`src/rtl/sent_pkg.sv`:
```
// Shared SENT constants, interval-classification limits and receiver state/error encodings.
// Used by both the transmit pulse generator and the receive pulse decoder.
package sent_pkg;

    localparam logic [9:0] SYNC_TICKS    = 10'd56;
    localparam logic [9:0] NIB_OFFSET    = 10'd12;
    localparam logic [9:0] NIB_MAX_TICKS = 10'd27;
    localparam logic [9:0] PAUSE_MIN     = 10'd12;
    localparam logic [9:0] PAUSE_MAX     = 10'd768;

    typedef enum logic [1:0] {
        WAIT_SYNC,
        DATA,
        PAUSE
    } state_t;

    localparam logic [1:0] ERR_NONE      = 2'b00;
    localparam logic [1:0] ERR_NIBBLE    = 2'b01;
    localparam logic [1:0] ERR_LOW_TIME  = 2'b10;
    localparam logic [1:0] ERR_FRAME_LEN = 2'b11;

endpackage

```
`src/rtl/sent_rx_sync_edge.sv`:
```
// Two-flop synchronizer for an asynchronous input followed by registered rise/fall detection.
// RESET_VAL is the idle level the input is assumed to hold while in reset.
module sent_rx_sync_edge #(
    parameter logic RESET_VAL = 1'b0
) (
    input  logic clk_tx,
    input  logic reset_n_tx,
    input  logic async_in,
    output logic level,
    output logic rise,
    output logic fall
);

    logic meta;
    logic sync;
    logic sync_d;

    // NOTE: sequential state uses non-blocking assignments so every flop samples pre-edge values.
    always_ff @(posedge clk_tx or negedge reset_n_tx) begin
        if (!reset_n_tx) begin
            meta   <= RESET_VAL;
            sync   <= RESET_VAL;
            sync_d <= RESET_VAL;
            rise   <= 1'b0;
            fall   <= 1'b0;
        end else begin
            meta   <= async_in;
            sync   <= meta;
            sync_d <= sync;
            rise   <= sync & ~sync_d;
            fall   <= ~sync & sync_d;
        end
    end

    assign level = sync;

endmodule

```
`src/rtl/sent_rx_pulse_decoder.sv`:
```
// SENT receive pulse decoder: measures falling-edge intervals in ticks and decodes sync/nibble/pause.
// Optional total-frame-length check is enabled by defining SENT_RX_FRAME_CHECK_EN.
module sent_rx_pulse_decoder
    import sent_pkg::*;
#(
    parameter int NIBBLES     = 6,
    parameter int LOW_MIN     = 4,
    parameter int IDLE_TICKS  = 64,
    parameter int FRAME_TICKS = 280
) (
    input  logic       clk_tx,
    input  logic       reset_n_tx,
    input  logic       ticks_i,
    input  logic       sent_rx_i,
    output logic [3:0] nibble_o,
    output logic [3:0] nibble_idx_o,
    output logic       nibble_valid_o,
    output logic       sync_o,
    output logic       pause_o,
    output logic       frame_done_o,
    output logic       idle_o,
    output logic       err_o,
    output logic [1:0] err_code_o
);

    localparam int LOW_W  = $clog2(LOW_MIN + 1);
    localparam int HIGH_W = $clog2(IDLE_TICKS + 1);
    localparam logic [3:0] LAST_IDX = 4'(NIBBLES + 1);

    logic line_level, line_rise, line_fall;
    logic tick, tick_level, tick_fall;
    logic unused_tick_edges;

    sent_rx_sync_edge #(.RESET_VAL(1'b1)) u_line_edge (
        .clk_tx     (clk_tx),
        .reset_n_tx (reset_n_tx),
        .async_in   (sent_rx_i),
        .level      (line_level),
        .rise       (line_rise),
        .fall       (line_fall)
    );

    sent_rx_sync_edge #(.RESET_VAL(1'b0)) u_tick_edge (
        .clk_tx     (clk_tx),
        .reset_n_tx (reset_n_tx),
        .async_in   (ticks_i),
        .level      (tick_level),
        .rise       (tick),
        .fall       (tick_fall)
    );

    assign unused_tick_edges = tick_level ^ tick_fall;

    logic [9:0]        interval_cnt;
    logic [LOW_W-1:0]  low_cnt;
    logic [HIGH_W-1:0] high_cnt;

    // A falling edge closes the interval; a coincident tick starts the new one at zero.
    always_ff @(posedge clk_tx or negedge reset_n_tx) begin
        if (!reset_n_tx) begin
            interval_cnt <= '0;
            low_cnt      <= '0;
            high_cnt     <= '0;
        end else begin
            if (line_fall)
                interval_cnt <= '0;
            else if (tick && interval_cnt != 10'h3FF)
                interval_cnt <= interval_cnt + 10'd1;

            if (line_fall)
                low_cnt <= '0;
            else if (tick && !line_level && low_cnt < LOW_W'(LOW_MIN))
                low_cnt <= low_cnt + 1'b1;

            if (!line_level)
                high_cnt <= '0;
            else if (tick && high_cnt < HIGH_W'(IDLE_TICKS))
                high_cnt <= high_cnt + 1'b1;
        end
    end

    state_t     state;
    logic       armed;
    logic [3:0] idx;

    logic       classify, is_sync, is_nib, is_pause, idle_hit, frame_len_bad;
    logic [3:0] nib_val;

    assign classify = line_fall && armed;
    assign is_sync  = interval_cnt == SYNC_TICKS;
    assign is_nib   = interval_cnt >= NIB_OFFSET && interval_cnt <= NIB_MAX_TICKS;
    assign is_pause = interval_cnt >= PAUSE_MIN && interval_cnt <= PAUSE_MAX;
    assign nib_val  = 4'(interval_cnt - NIB_OFFSET);
    assign idle_hit = tick && line_level && high_cnt == HIGH_W'(IDLE_TICKS - 1);

`ifdef SENT_RX_FRAME_CHECK_EN
    logic [9:0]  frame_acc;
    logic [10:0] acc_sum;
    logic [9:0]  acc_next;

    assign acc_sum       = {1'b0, frame_acc} + {1'b0, interval_cnt};
    assign acc_next      = acc_sum[10] ? 10'h3FF : acc_sum[9:0];
    assign frame_len_bad = acc_next != 10'(FRAME_TICKS);

    // The sync interval itself is the first term of the frame sum.
    always_ff @(posedge clk_tx or negedge reset_n_tx) begin
        if (!reset_n_tx)
            frame_acc <= '0;
        else if (idle_hit)
            frame_acc <= '0;
        else if (classify && is_sync)
            frame_acc <= interval_cnt;
        else if (classify && state == DATA && is_nib)
            frame_acc <= acc_next;
    end
`else
    logic [9:0] unused_frame_ticks;
    assign unused_frame_ticks = 10'(FRAME_TICKS);
    assign frame_len_bad      = 1'b0;
`endif

    always_ff @(posedge clk_tx or negedge reset_n_tx) begin
        if (!reset_n_tx) begin
            state          <= WAIT_SYNC;
            armed          <= 1'b0;
            idx            <= '0;
            nibble_o       <= '0;
            nibble_idx_o   <= '0;
            nibble_valid_o <= 1'b0;
            sync_o         <= 1'b0;
            pause_o        <= 1'b0;
            frame_done_o   <= 1'b0;
            idle_o         <= 1'b1;
            err_o          <= 1'b0;
            err_code_o     <= ERR_NONE;
        end else begin
            nibble_valid_o <= 1'b0;
            sync_o         <= 1'b0;
            pause_o        <= 1'b0;
            frame_done_o   <= 1'b0;
            err_o          <= 1'b0;

            if (line_fall) begin
                idle_o <= 1'b0;
                armed  <= 1'b1;
            end

            if (classify) begin
                case (state)
                    WAIT_SYNC: begin
                        if (is_sync) begin
                            sync_o <= 1'b1;
                            idx    <= '0;
                            state  <= DATA;
                        end
                    end
                    DATA: begin
                        if (is_nib) begin
                            nibble_valid_o <= 1'b1;
                            nibble_o       <= nib_val;
                            nibble_idx_o   <= idx;
                            idx            <= idx + 4'd1;
                            if (idx == LAST_IDX) begin
                                frame_done_o <= 1'b1;
                                state        <= PAUSE;
                            end
                        end else if (is_sync) begin
                            // Short frame: report it, but resynchronise on this sync.
                            err_o      <= 1'b1;
                            err_code_o <= ERR_NIBBLE;
                            sync_o     <= 1'b1;
                            idx        <= '0;
                        end else begin
                            err_o      <= 1'b1;
                            err_code_o <= ERR_NIBBLE;
                            state      <= WAIT_SYNC;
                        end
                    end
                    PAUSE: begin
                        if (is_sync) begin
                            sync_o <= 1'b1;
                            idx    <= '0;
                            state  <= DATA;
                        end else if (is_pause) begin
                            pause_o <= 1'b1;
                            state   <= WAIT_SYNC;
                            if (frame_len_bad) begin
                                err_o      <= 1'b1;
                                err_code_o <= ERR_FRAME_LEN;
                            end
                        end else begin
                            err_o      <= 1'b1;
                            err_code_o <= ERR_NIBBLE;
                            state      <= WAIT_SYNC;
                        end
                    end
                    default: state <= WAIT_SYNC;
                endcase
            end

            if (line_rise && armed && low_cnt < LOW_W'(LOW_MIN)) begin
                err_o      <= 1'b1;
                err_code_o <= ERR_LOW_TIME;
                state      <= WAIT_SYNC;
            end

            if (idle_hit) begin
                idle_o <= 1'b1;
                state  <= WAIT_SYNC;
                armed  <= 1'b0;
                idx    <= '0;
            end
        end
    end

endmodule

```
`config.mk`:
```
export PLATFORM = sky130hd
export DESIGN_NAME = sent_rx_pulse_decoder
export DESIGN_NICKNAME = d
export VERILOG_FILES = /design/src/rtl/sent_pkg.sv /design/src/rtl/sent_rx_sync_edge.sv /design/src/rtl/sent_rx_pulse_decoder.sv
export SDC_FILE = /design/constraint.sdc
export NUM_CORES = 1
export LEC_CHECK = 0
export BUFFER_PORTS_ARGS = -buffer_cell sky130_fd_sc_hd__buf_2
export CAP_MARGIN = 20
export CORE_ASPECT_RATIO = 1.25
export CORE_UTILIZATION = 50
export CTS_BUF_LIST = sky130_fd_sc_hd__clkbuf_4
export CTS_CLUSTER_SIZE = 20
export DETAILED_ROUTE_END_ITERATION = 12
export PLACE_DENSITY = 0.78
export SLEW_MARGIN = 20
export SYNTH_ARGS = -nofsm -noshare
export SYNTH_HDL_FRONTEND = slang
export SYNTH_SLANG_ARGS = --single-unit
export TNS_END_PERCENT = 100
```
`constraint.sdc`:
```
create_clock -name clk_tx -period 2.05 [get_ports clk_tx]
set_input_delay 0 -clock clk_tx [delete_from_list [all_inputs] [get_ports clk_tx]]
set_output_delay 0 -clock clk_tx [all_outputs]
set_load 0.01 [all_outputs]
```
### After elaboration in Yosys (flattened, before gate mapping)

Index checks and enable logic that the tools add are counted.

* bitwise gates (word level): 6
* add/subtract/negate cells: 5
* eq/ne operators: 13
* $lt $le $gt $ge: 5
* reduce and logical (&&, ||, !) cells: 26
* multiplexer cells: 51

Operators with widths (count)
* $mux 1: 24
* $mux 2: 12
* $mux 10: 2
* $mux 4: 4
* $mux 7: 2
* $logic_and 1x1->1: 11
* $add 10x1->10 const B: 1
* $eq 10x6->1 const B: 1
* $ge 10x4->1 const B: 1
* $le 10x10->1 const B: 1
* $le 10x5->1 const B: 1
* $ne 10x10->1 const B: 1
* $ne 5x5->1 const B: 2
* $reduce_bool 2->1: 5
* $ne 3x3->1 const B: 3
* $reduce_bool 3->1: 3
* $pmux 4 s2: 1
* $add 7x1->7 const B: 1
* $eq 7x6->1 const B: 1
* $lt 7x7->1 const B: 1
* $mux 3: 2
* $pmux 2 s3: 1
* $reduce_and 5->1: 1
* $add 4x1->4 const B: 1
* 18 further kinds: 23

* register bits after elaboration: 52
* input bits: 4
* word-level logic and storage cells: 130
* output and inout port bits: 16

### Logic depth before layout (Yosys ltp)

Gate-level depths: netlist of run 1.

* word-level depth: 7
* mapped depth: 8
* mapped depth without buffers: 7

### By module

A second synthesis of run 1 with hierarchy kept.

* cells, all modules: 239
* area total of the unflattened synthesis: 2499.9 sq um

By module, submodules not included
* sent_rx_pulse_decoder: times used 1, cells an instance 225, area an instance 2215.9 sq um, sequential area each 1077.3 sq um
* sent_rx_sync_edge at u_line_edge: times used 1, cells an instance 7, area an instance 143.9 sq um, sequential area each 128.9 sq um
* sent_rx_sync_edge at u_tick_edge: times used 1, cells an instance 7, area an instance 140.1 sq um, sequential area each 125.1 sq um

### Worst setup path after synthesis of run 1

OpenSTA, ideal clock, no wires.

* path type: reg2reg
* from: register interval_cnt[2]
* to: register state[0]
* arrival: 1986 ps
* path slack: -47 ps
* path buffers: 0
* library setup time: 110 ps
* period minus slack after synthesis: 2097 ps
* required time: 1940 ps
* stages on the path, launching flop included: 8
* path through: dfrtp_1 > inv_1 > ha_1 > nand4bb_1 > nor4_1 > mux2i_1 > nand3_1 > o41ai_1

* word-level cells in the longest chain between the ends: 7
* elaborated cells on any way between the ends: 14
* those cells by class: 2 x order compare; 4 x eq/ne; 6 x mux; 2 x reduce/logical

Ends and longest elaborated chain
* from (decl): line sent_rx_pulse_decoder.sv:54 `logic [9:0] interval_cnt;`
* from (signal assigned): line sent_rx_pulse_decoder.sv:68 `interval_cnt <= interval_cnt + 10'd1;`
* $ge 10x4->1 / $le 10x5->1 (equally long branches): line sent_rx_pulse_decoder.sv:91 `assign is_nib = interval_cnt >= NIB_OFFSET && interval_cnt <= NIB_MAX_TICKS;`
* $logic_and 1x1->1: line sent_rx_pulse_decoder.sv:91
* $mux 2: line sent_rx_pulse_decoder.sv:158 `if (is_nib) begin`
* $pmux 2 s3: line sent_rx_pulse_decoder.sv:149 `case (state)`
* $mux 2: line sent_rx_pulse_decoder.sv:148 `if (classify) begin`
* $mux 2: line sent_rx_pulse_decoder.sv:201 `if (line_rise && armed && low_cnt < LOW_W'(LOW_MIN)) begin`
* $mux 2: line sent_rx_pulse_decoder.sv:207 `if (idle_hit) begin`
* to (signal assigned): line sent_rx_pulse_decoder.sv:154 `state <= DATA;`
* to (signal assigned): line sent_rx_pulse_decoder.sv:204 `state <= WAIT_SYNC;`
* to (signal assigned): line sent_rx_pulse_decoder.sv:209 `state <= WAIT_SYNC;`
* to (decl): line sent_rx_pulse_decoder.sv:82 `state_t state;`

Parallel ways exist; a longest one is shown, timed or not. The select of a mux whose other input is x is not followed.
A chain may end at the register's enable or synchronous reset.

### Worst setup path after layout of run 1

* from: register interval_cnt[0]
* to: register state[1]

Same word-level chain as after synthesis.

==> results of run 1 <==
flip-flops by register name (all words and copies together) (netlist names), 2 cells and up:
register / flops
idx: 4
low_cnt: 3
nibble_idx_o: 4
err_code_o: 2
high_cnt: 7
interval_cnt: 10
nibble_o: 4
state: 2
kinds of logic after synthesis:
family | count (synthesis) | synth area share (%)
adders and majority gates | 12 | 6.14
xor gates and xnor gates | 13 | 4.65
buffers and inverters | 18 | 3.12
DFF | 52 | 53.4
AOI/OAI and AO/OA | 35 | 10.1
and+or+nand+nor | 86 | 18.0
muxes | 10 | 4.65
power by group through the flow:
stage / combinational, mW / sequential (mW) / clock, mW
after detailed placement: 0.146 / 1.10 / 0
after CTS: 0.155 / 1.08 / 0.600
after global placement: 0.142 / 1.10 / 0
after global routing: 0.221 / 1.09 / 0.642
after floorplan: 0.0837 / 1.10 / 0
final: 0.199 / 1.08 / 0.594
through the flow:
stage,utilization (%),setup slack (ns)
floorplan,-,0.0502
global placement,57.6,-0.0487
detailed placement,57.6,-0.0511
CTS,60.7,-0.0250
global route,63.2,-0.0970
finish,63.2,-0.0311
timing repair:
action | in CTS | in global routing
setup buffers | 0 | 9
pin swaps | 0 | 5
endpoints found under the setup margin | 6 | 11
resized for setup | 3 | 11
hold buffers | 5 | 0
hold endpoints to repair | 52 | 0
cloned | 0 | 1
metal layers:
metal	vias to the layer above	wire length (µm)
met5	-	0
met4	0	88
met3	12	137
met2	42	2520
met1	916	2170
li1	893	-
critical path: cells and delay by family, from the launching register on:
kind,cells,cell delay [ns]
AND/OR/NAND/NOR,2,0.54
flip-flops,1,0.44
multiplexers,1,0.33
AO/OA/AOI/OAI,2,0.30
buffers and inverters,2,0.26
adder cells (fa/ha/maj),1,0.14
cell type report:
type / count / area share [%]
Timing Repair Buffer: 51 / 11.6
Tap cell: 60 / 2.51
Sequential cell: 52 / 43.7
Inverter: 11 / 1.38
Multi-Input combinational cell: 157 / 38.0
Clock inverter: 3 / 1.42
Clock buffer: 5 / 1.26
final timing paths:
| check | from | endpoint | slack (ns) | cells after the start |
|---|---|---|---|---|
| worst max-delay path | interval_cnt[0] | state[1] | -0.03 | 8 |
| worst min-delay path | sent_rx_i | u_line_edge.meta | 0.26 | 2 |
| worst max register to register | interval_cnt[0] | state[1] | -0.03 | 8 |
| worst min register to register | u_tick_edge.meta | u_tick_edge.level | 0.37 | 0 |
| max in group asynchronous | reset_n_tx | high_cnt[5] | 0.77 | 4 |
| min in group asynchronous | reset_n_tx | high_cnt[0] | 0.53 | 3 |
cells in the mapped netlist, types with 5 or more instances:
cell,count,share of area [%]
sky130_fd_sc_hd__a21oi_1,9,1.8
sky130_fd_sc_hd__ha_1,12,6.1
sky130_fd_sc_hd__nor2_1,27,4.1
sky130_fd_sc_hd__inv_1,11,1.7
sky130_fd_sc_hd__nand3_1,7,1.4
sky130_fd_sc_hd__xnor2_1,9,3.2
sky130_fd_sc_hd__nor3_1,6,1.2
sky130_fd_sc_hd__nand2_1,17,2.6
sky130_fd_sc_hd__clkbuf_1,5,0.77
sky130_fd_sc_hd__mux2i_1,5,2.0
sky130_fd_sc_hd__o21ai_0,10,2.0
sky130_fd_sc_hd__dfrtp_1,48,49
==> results.md, run 1 <==
| Quantity | Reported | Unit |
|:---|:---|:---|
| Number of vias after detailed routing | 1863 | - |
| Via density per instance | 5.50 | - |
| Clock Tree Buf Depth | 2 | - |
| Number of nets in the layout | 294 | - |
| Summed area of non-filler cells in the final layout | 0.00299 | mm² |
| Maximum achievable frequency | 481 | MHz |
| Violated checks | negative setup slack | - |
| Accumulated negative setup slack | -0.0792 | ns |
| Nets in the synthesized netlist | 242 | - |
| Count of flip-flops with a built-in enable after synthesis | 0 | - |
| Cell area after synthesis | 0.00245 | mm² |
| # Max-Cap Violations | 0 | - |
| Total wire length | 4.92 | mm |
| Combinational power share | 10.6 | % |
| Global placement routability congestion | 0.819 | - |
| Overall power after layout | 1.87 | mW |
| Highest-utilization routing layer at the global route stage | met2 | - |
| Leakage power of the design | 1.42 | nW |
| Run status | complete, but fails checks | - |
| Sequential standard cell area | 0.00131 | mm² |
| Most common library cell in the layout ignoring fill and taps | sky130_fd_sc_hd__dfrtp_1 | - |
| Startpoint type of the worst setup path | flip-flop | - |
| TritonCTS clock tree | yes | - |
| Cells after Synth | 226 | - |
| Post-Route Hold Slack | 0.256 | ns |
| Via count of the first global-routing pass | 1648 | - |
| Element type at the critical path end | flip-flop | - |
| Non-Filler Instances | 339 | - |
| Combined global-route utilization of all metal layers | 19.1 | % |
| Effective utilization at floorplan | 51.7 | % |
| Sequential cell area fraction in the yosys report | 53.4 | % |
| Count of synthesis-stage warnings from yosys | 0 | - |
| Area after detailed placement | 0.00272 | mm² |
| Netlist cell types | 45 | - |
| Synth Register Bits | 52 | - |
| Minimum setup slack in the final design | -0.0311 | ns |
| Avg Synthesized Cell Area | 10.8 | µm² |
| Share of layout cells above drive strength 1 | 28.7 | % |
| Detail Route Antenna Nets | 0 | - |
| Tightest Hold Check Type | input pin to flip-flop | - |
| Commonest non-fill, non-tap cells in the layout | sky130_fd_sc_hd__dfrtp_1, sky130_fd_sc_hd__nor2_1, sky130_fd_sc_hd__buf_4, sky130_fd_sc_hd__buf_2, sky130_fd_sc_hd__nand2_1 | - |
| Global-route wire length before repair | 7.60 | mm |
| Switch Pwr | 0.468 | mW |
| Count of standard-cell rows | 28 | - |
| Final period util | 102 | % |
| Number of clock sinks seen by CTS | 52 | - |
| Setup repair after global routing missed its margin | yes | - |
| Final worst clock skew | 0.0233 | ns |
| Number of port buffers | 19 | - |
| Die height | 80.2 | µm |
| Cell count after placement | 316 | - |
| Worst-path maximum fanout | 4 | - |
| CP Cell Sequence | inv_2 -> ha_4 -> nand4bb_1 -> nor4_4 -> mux2i_2 -> buf_4 -> a311oi_1 -> a31o_1 | - |
| Most used flip-flop cell after synthesis | sky130_fd_sc_hd__dfrtp_1 | - |
| Die X | 64.6 | µm |
| Total of fill cells in the finished design | 393 | - |
| Cell internal power dissipation | 1.41 | mW |
| Post-synthesis async set-or-reset flop share | 100 | % |
| Number of antenna violations at the first check in global routing | 0 | - |
| Peak per-stage delay on the critical path | 0.44 | ns |
| Final critical path time including I/O delays and setup | 2.08 | ns |
| Grt met3 use | 4.26 | % |
| Full die area | 0.00518 | mm² |
| Post-DR wirelength/cell | 14.5 | µm |
| Slowest library cell on the worst path | sky130_fd_sc_hd__dfrtp_1 | - |
| H-tree depth | 2 | - |
| Clk slew on worst S/H paths | 0.17 | ns |
| Clock Latency Late Sink | 0.38 | ns |
| Final Hold Vio Count | 0 | - |
| Worst ir drop on vdd | 312 | µV |
| Power Dens Cells | 627 | mW/mm² |
| Max-Slew Margin vs Limit | 56.9 | % |
| Number of clock buffers inserted by TritonCTS | 5 | - |
| Share of total power in the clock network | 31.7 | % |
| Critical path arrival | 2.38 | ns |
| Cell at the root of the clock tree | sky130_fd_sc_hd__clkbuf_4 | - |
| Total setup violations reported at the end of the flow | 3 | - |
| Overflow left after global routing | 0 | - |
| Critical path data required time | 2.35 | ns |
| Met1 usage in global routing | 23.0 | % |
| Pin count of the biggest net entering global routing | 27 | - |
| Met2 capacity usage during global routing | 33.4 | % |
| Ant diodes | 0 | - |
| DRC violation count after routing | 0 | - |
| Slew Limit Fails | 0 | - |
| Half-perimeter wire length of the detailed placement result | 3.20 | mm |
| Transition time of the tightest slew-check pin | 0.641 | ns |
| Top-Level Pins | 20 | - |
| Count of TritonRoute iterations in the first routing pass | 4 | - |
| Area of the placeable core | 0.00473 | mm² |
| Switching share of power | 25.0 | % |
| Area of combinational cells with multiple inputs | 0.00114 | mm² |
| Area grow syn2layout | 22.2 | % |
| Type of the setup path with the least slack | flip-flop to flip-flop | - |
| Starting DRT DRC Count | 89 | - |
| Sequential share of power | 57.7 | % |
No activity file was read; power rests on OpenSTA's default activity.
==> run 2, diff against run 1 <==
--- a/config.mk
+++ b/config.mk
@@ -12,7 +12,7 @@
 export CTS_BUF_LIST = sky130_fd_sc_hd__clkbuf_4
 export CTS_CLUSTER_SIZE = 20
 export DETAILED_ROUTE_END_ITERATION = 12
-export PLACE_DENSITY = 0.78
+export PLACE_DENSITY = 0.75
 export SLEW_MARGIN = 20
 export SYNTH_ARGS = -nofsm -noshare
 export SYNTH_HDL_FRONTEND = slang
==> constraint.sdc (replaced) <==
create_clock -name clk_tx -period 2.5 [get_ports clk_tx]
set_input_delay 0 -clock clk_tx [delete_from_list [all_inputs] [get_ports clk_tx]]
set_output_delay 0 -clock clk_tx [all_outputs]
set_load 0.01 [all_outputs]
==> run 2 against run 1 <==
  * The run now ends clean
  * Global-route usage down 0.66 points
  * Sequential share of layout area up 4.1 points
  * Clock-buffer cell count up 1
  * Non-clock buffer count down 24
  * Fmax down 8.6%
  * Total power down 22%
  * Critical path type unchanged
  * Largest power group unchanged
  * Highest routed layer unchanged
==> results.md, run 2 (synthesis results as in run 1) <==
| Quantity | Reported | Unit | Change |
|:---|:---|:---|:---|
| Area grow syn2layout | 11.7 | % |  |
| Detail Route Antenna Nets | 0 | - | unchanged |
| Most common library cell in the layout ignoring fill and taps | sky130_fd_sc_hd__dfrtp_1 | - |  |
| Critical path data required time | 2.76 | ns | +0.41 ns |
| Number of vias after detailed routing | 1724 | - | -7.5% |
| Pin count of the biggest net entering global routing | 51 | - | +89% |
| Peak per-stage delay on the critical path | 0.58 | ns | +0.14 ns |
| Worst-path maximum fanout | 13 | - | +9 |
| Met1 usage in global routing | 21.8 | % | -1.1 points |
| Highest-utilization routing layer at the global route stage | met2 | - |  |
| Count of cells along the worst register-to-register path | 4 | - | -4 |
| Cell at the root of the clock tree | sky130_fd_sc_hd__clkbuf_4 | - |  |
| Accumulated negative setup slack | 0 | ns | +0.0792 ns |
| Area of the placeable core | 0.00473 | mm² | unchanged |
| Maximum achievable frequency | 439 | MHz | -8.6% |
| Starting DRT DRC Count | 97 | - | +9.0% |
| Clock Latency Late Sink | 0.37 | ns | about the same |
| Total setup violations reported at the end of the flow | 0 | - | -3 |
| Number of nets in the layout | 269 | - | -8.5% |
| Full die area | 0.00518 | mm² | unchanged |
| Number of clock sinks seen by CTS | 52 | - | unchanged |
| Number of clock buffers inserted by TritonCTS | 5 | - | unchanged |
| Final worst clock skew | 0.0241 | ns | +0.000736 ns |
| DRC violation count after routing | 0 | - | unchanged |
| Combined global-route utilization of all metal layers | 18.5 | % | -0.66 points |
| Ant diodes | 0 | - | unchanged |
| Top-Level Pins | 20 | - | unchanged |
| Number of cells upsized or downsized after cts | 0 | - | -3 |
| Final period util | 91.0 | % | -10 points |
| Grt met3 use | 4.83 | % | +0.57 points |
| Summed area of non-filler cells in the final layout | 0.00273 | mm² | -8.6% |
| Number of buffers and inverters on the critical path | 0 | - | -2 |
| Die height | 80.2 | µm | unchanged |
| Power Dens Cells | 537 | mW/mm² | -14% |
| Max-Slew Margin vs Limit | 59.4 | % | +2.5 points |
| Run status | complete, no violations | - |  |
| Area after detailed placement | 0.00262 | mm² | -3.8% |
| Critical path arrival | 2.54 | ns | +0.16 ns |
| Kind of cell adding the most delay to the critical path | simple AND/OR/NAND/NOR gates | - |  |
| Met2 capacity usage during global routing | 31.7 | % | -1.7 points |
| Global placement routability congestion | 0.822 | - | +0.35% |
| Count of standard-cell rows | 28 | - | unchanged |
| Die X | 64.6 | µm | unchanged |
| Number of antenna violations at the first check in global routing | 0 | - | unchanged |
| Startpoint type of the worst setup path | flip-flop | - |  |
| Global-route wire length before repair | 7.31 | mm | -3.8% |
| Largest register by flop count | interval_cnt | - |  |
| FF-to-FF Start | interval_cnt[7] | - |  |
| Final Hold Vio Count | 0 | - | unchanged |
| Transition time of the tightest slew-check pin | 0.609 | ns | -0.0314 ns |
| Post-Route Hold Slack | 0.168 | ns | -0.0886 ns |
| Max reg flops | 10 | - | unchanged |
| Effective utilization at floorplan | 51.7 | % | unchanged |
| Total wire length | 4.28 | mm | -13% |
| Post-DR wirelength/cell | 13.6 | µm | -6.0% |
| Post-CTS Setup Repair Bufs | 0 | - | unchanged |
| Final critical path time including I/O delays and setup | 2.28 | ns | +0.195 ns |
| Minimum setup slack in the final design | 0.224 | ns | +0.255 ns |
| Type of the setup path with the least slack | flip-flop to flip-flop | - |  |
| Commonest non-fill, non-tap cells in the layout | sky130_fd_sc_hd__dfrtp_1, sky130_fd_sc_hd__nor2_1, sky130_fd_sc_hd__buf_2, sky130_fd_sc_hd__nand2_1, sky130_fd_sc_hd__ha_1 | - |  |
| Slowest library cell on the worst path | sky130_fd_sc_hd__or4_4 | - |  |
| Number of port buffers | 19 | - | unchanged |
| H-tree depth | 2 | - | unchanged |
| CTS hold repair buffers | 3 | - | -2 |
| Destination of the worst register-to-register timing path | nibble_idx_o[3] | - |  |
| # Max-Cap Violations | 0 | - | unchanged |
| Share of layout cells above drive strength 1 | 18.5 | % | -10 points |
| Clock Tree Buf Depth | 2 | - | unchanged |
| Worst ir drop on vdd | 298 | µV | -4.4% |
| Clk slew on worst S/H paths | 0.15 | ns | -0.02 ns |
| Tightest Hold Check Type | input pin to async pin | - |  |
| Setup repair after global routing missed its margin | no | - |  |
| Overall power after layout | 1.47 | mW | -22% |
| Pre-CTS setup slack | 0.233 | ns | +0.285 ns |
| Element type at the critical path end | flip-flop | - |  |
| CP Cell Sequence | or4_4 -> a2111oi_4 -> nand3_2 -> mux2_4 | - |  |
| Largest regs | interval_cnt x10, high_cnt x7 | - |  |
| Slew Limit Fails | 0 | - | unchanged |
| Reg2reg setup slack | 0.22 | ns | +0.26 ns |
| Count of TritonRoute iterations in the first routing pass | 4 | - | unchanged |
| Via count of the first global-routing pass | 1620 | - | -1.7% |
| TritonCTS clock tree | yes | - |  |
| Via density per instance | 5.49 | - | about the same |
| Overflow left after global routing | 0 | - | unchanged |
| Leakage power of the design | 1.29 | nW | -9.2% |
| Half-perimeter wire length of the detailed placement result | 3.08 | mm | -3.8% |
[run 2: cell count changes in the layout (fill, tap and decap cells not counted), sizes merged]
cell | previous run | this run
buf | 46 | 24
clkbuf | 5 | 6
clkinv | 2 | 1
dlygate4sd3 | 5 | 3
nand3 | 9 | 8
[run 2: cell type report]
class / instances / area, µm²
sequential: 52 / 1310
multi-input combinational: 156 / 1060
tap: 60 / 75.1
fill: 395 / 2000
inverter: 11 / 41.3
clock inverter: 2 / 35.0
timing repair buffer: 27 / 165
clock buffer: 6 / 45.0
[run 2: worst max path at each step]
stage	start	endpoint	slack [ns]	depth (start not counted)
3_5_place_dp	interval_cnt[7]	nibble_idx_o[3]	0.23	4
2_1_floorplan	interval_cnt[2]	state[0]	0.40	7
3_3_place_gp	interval_cnt[7]	nibble_idx_o[3]	0.25	4
6_report	interval_cnt[7]	nibble_idx_o[3]	0.22	4
4_1_cts	interval_cnt[7]	nibble_idx_o[3]	0.23	4
5_1_grt	interval_cnt[7]	nibble_o[3]	0.11	4
[run 2: metal layers]
layer	part of all wire [%]	up-vias
li1	-	836
met1	45	842
met3	2.8	9
met4	2.1	0
met2	50	37
met5	0	-
[run 2: metrics by stage]
step / instances / utilization (%)
5_1_grt: 314 / 57.8
3_5_place_dp: 303 / 55.4
2_1_floorplan: 226 / -
6_report: 314 / 57.8
4_1_cts: 314 / 57.7
3_3_place_gp: 303 / 55.4
[run 2: power by group]
group	switching, mW	leakage, nW	total [mW]	internal, mW
Clock	0.248	0.0456	0.469	0.221
Combinational	0.0683	0.555	0.110	0.0419
Sequential	0.0205	0.687	0.888	0.868
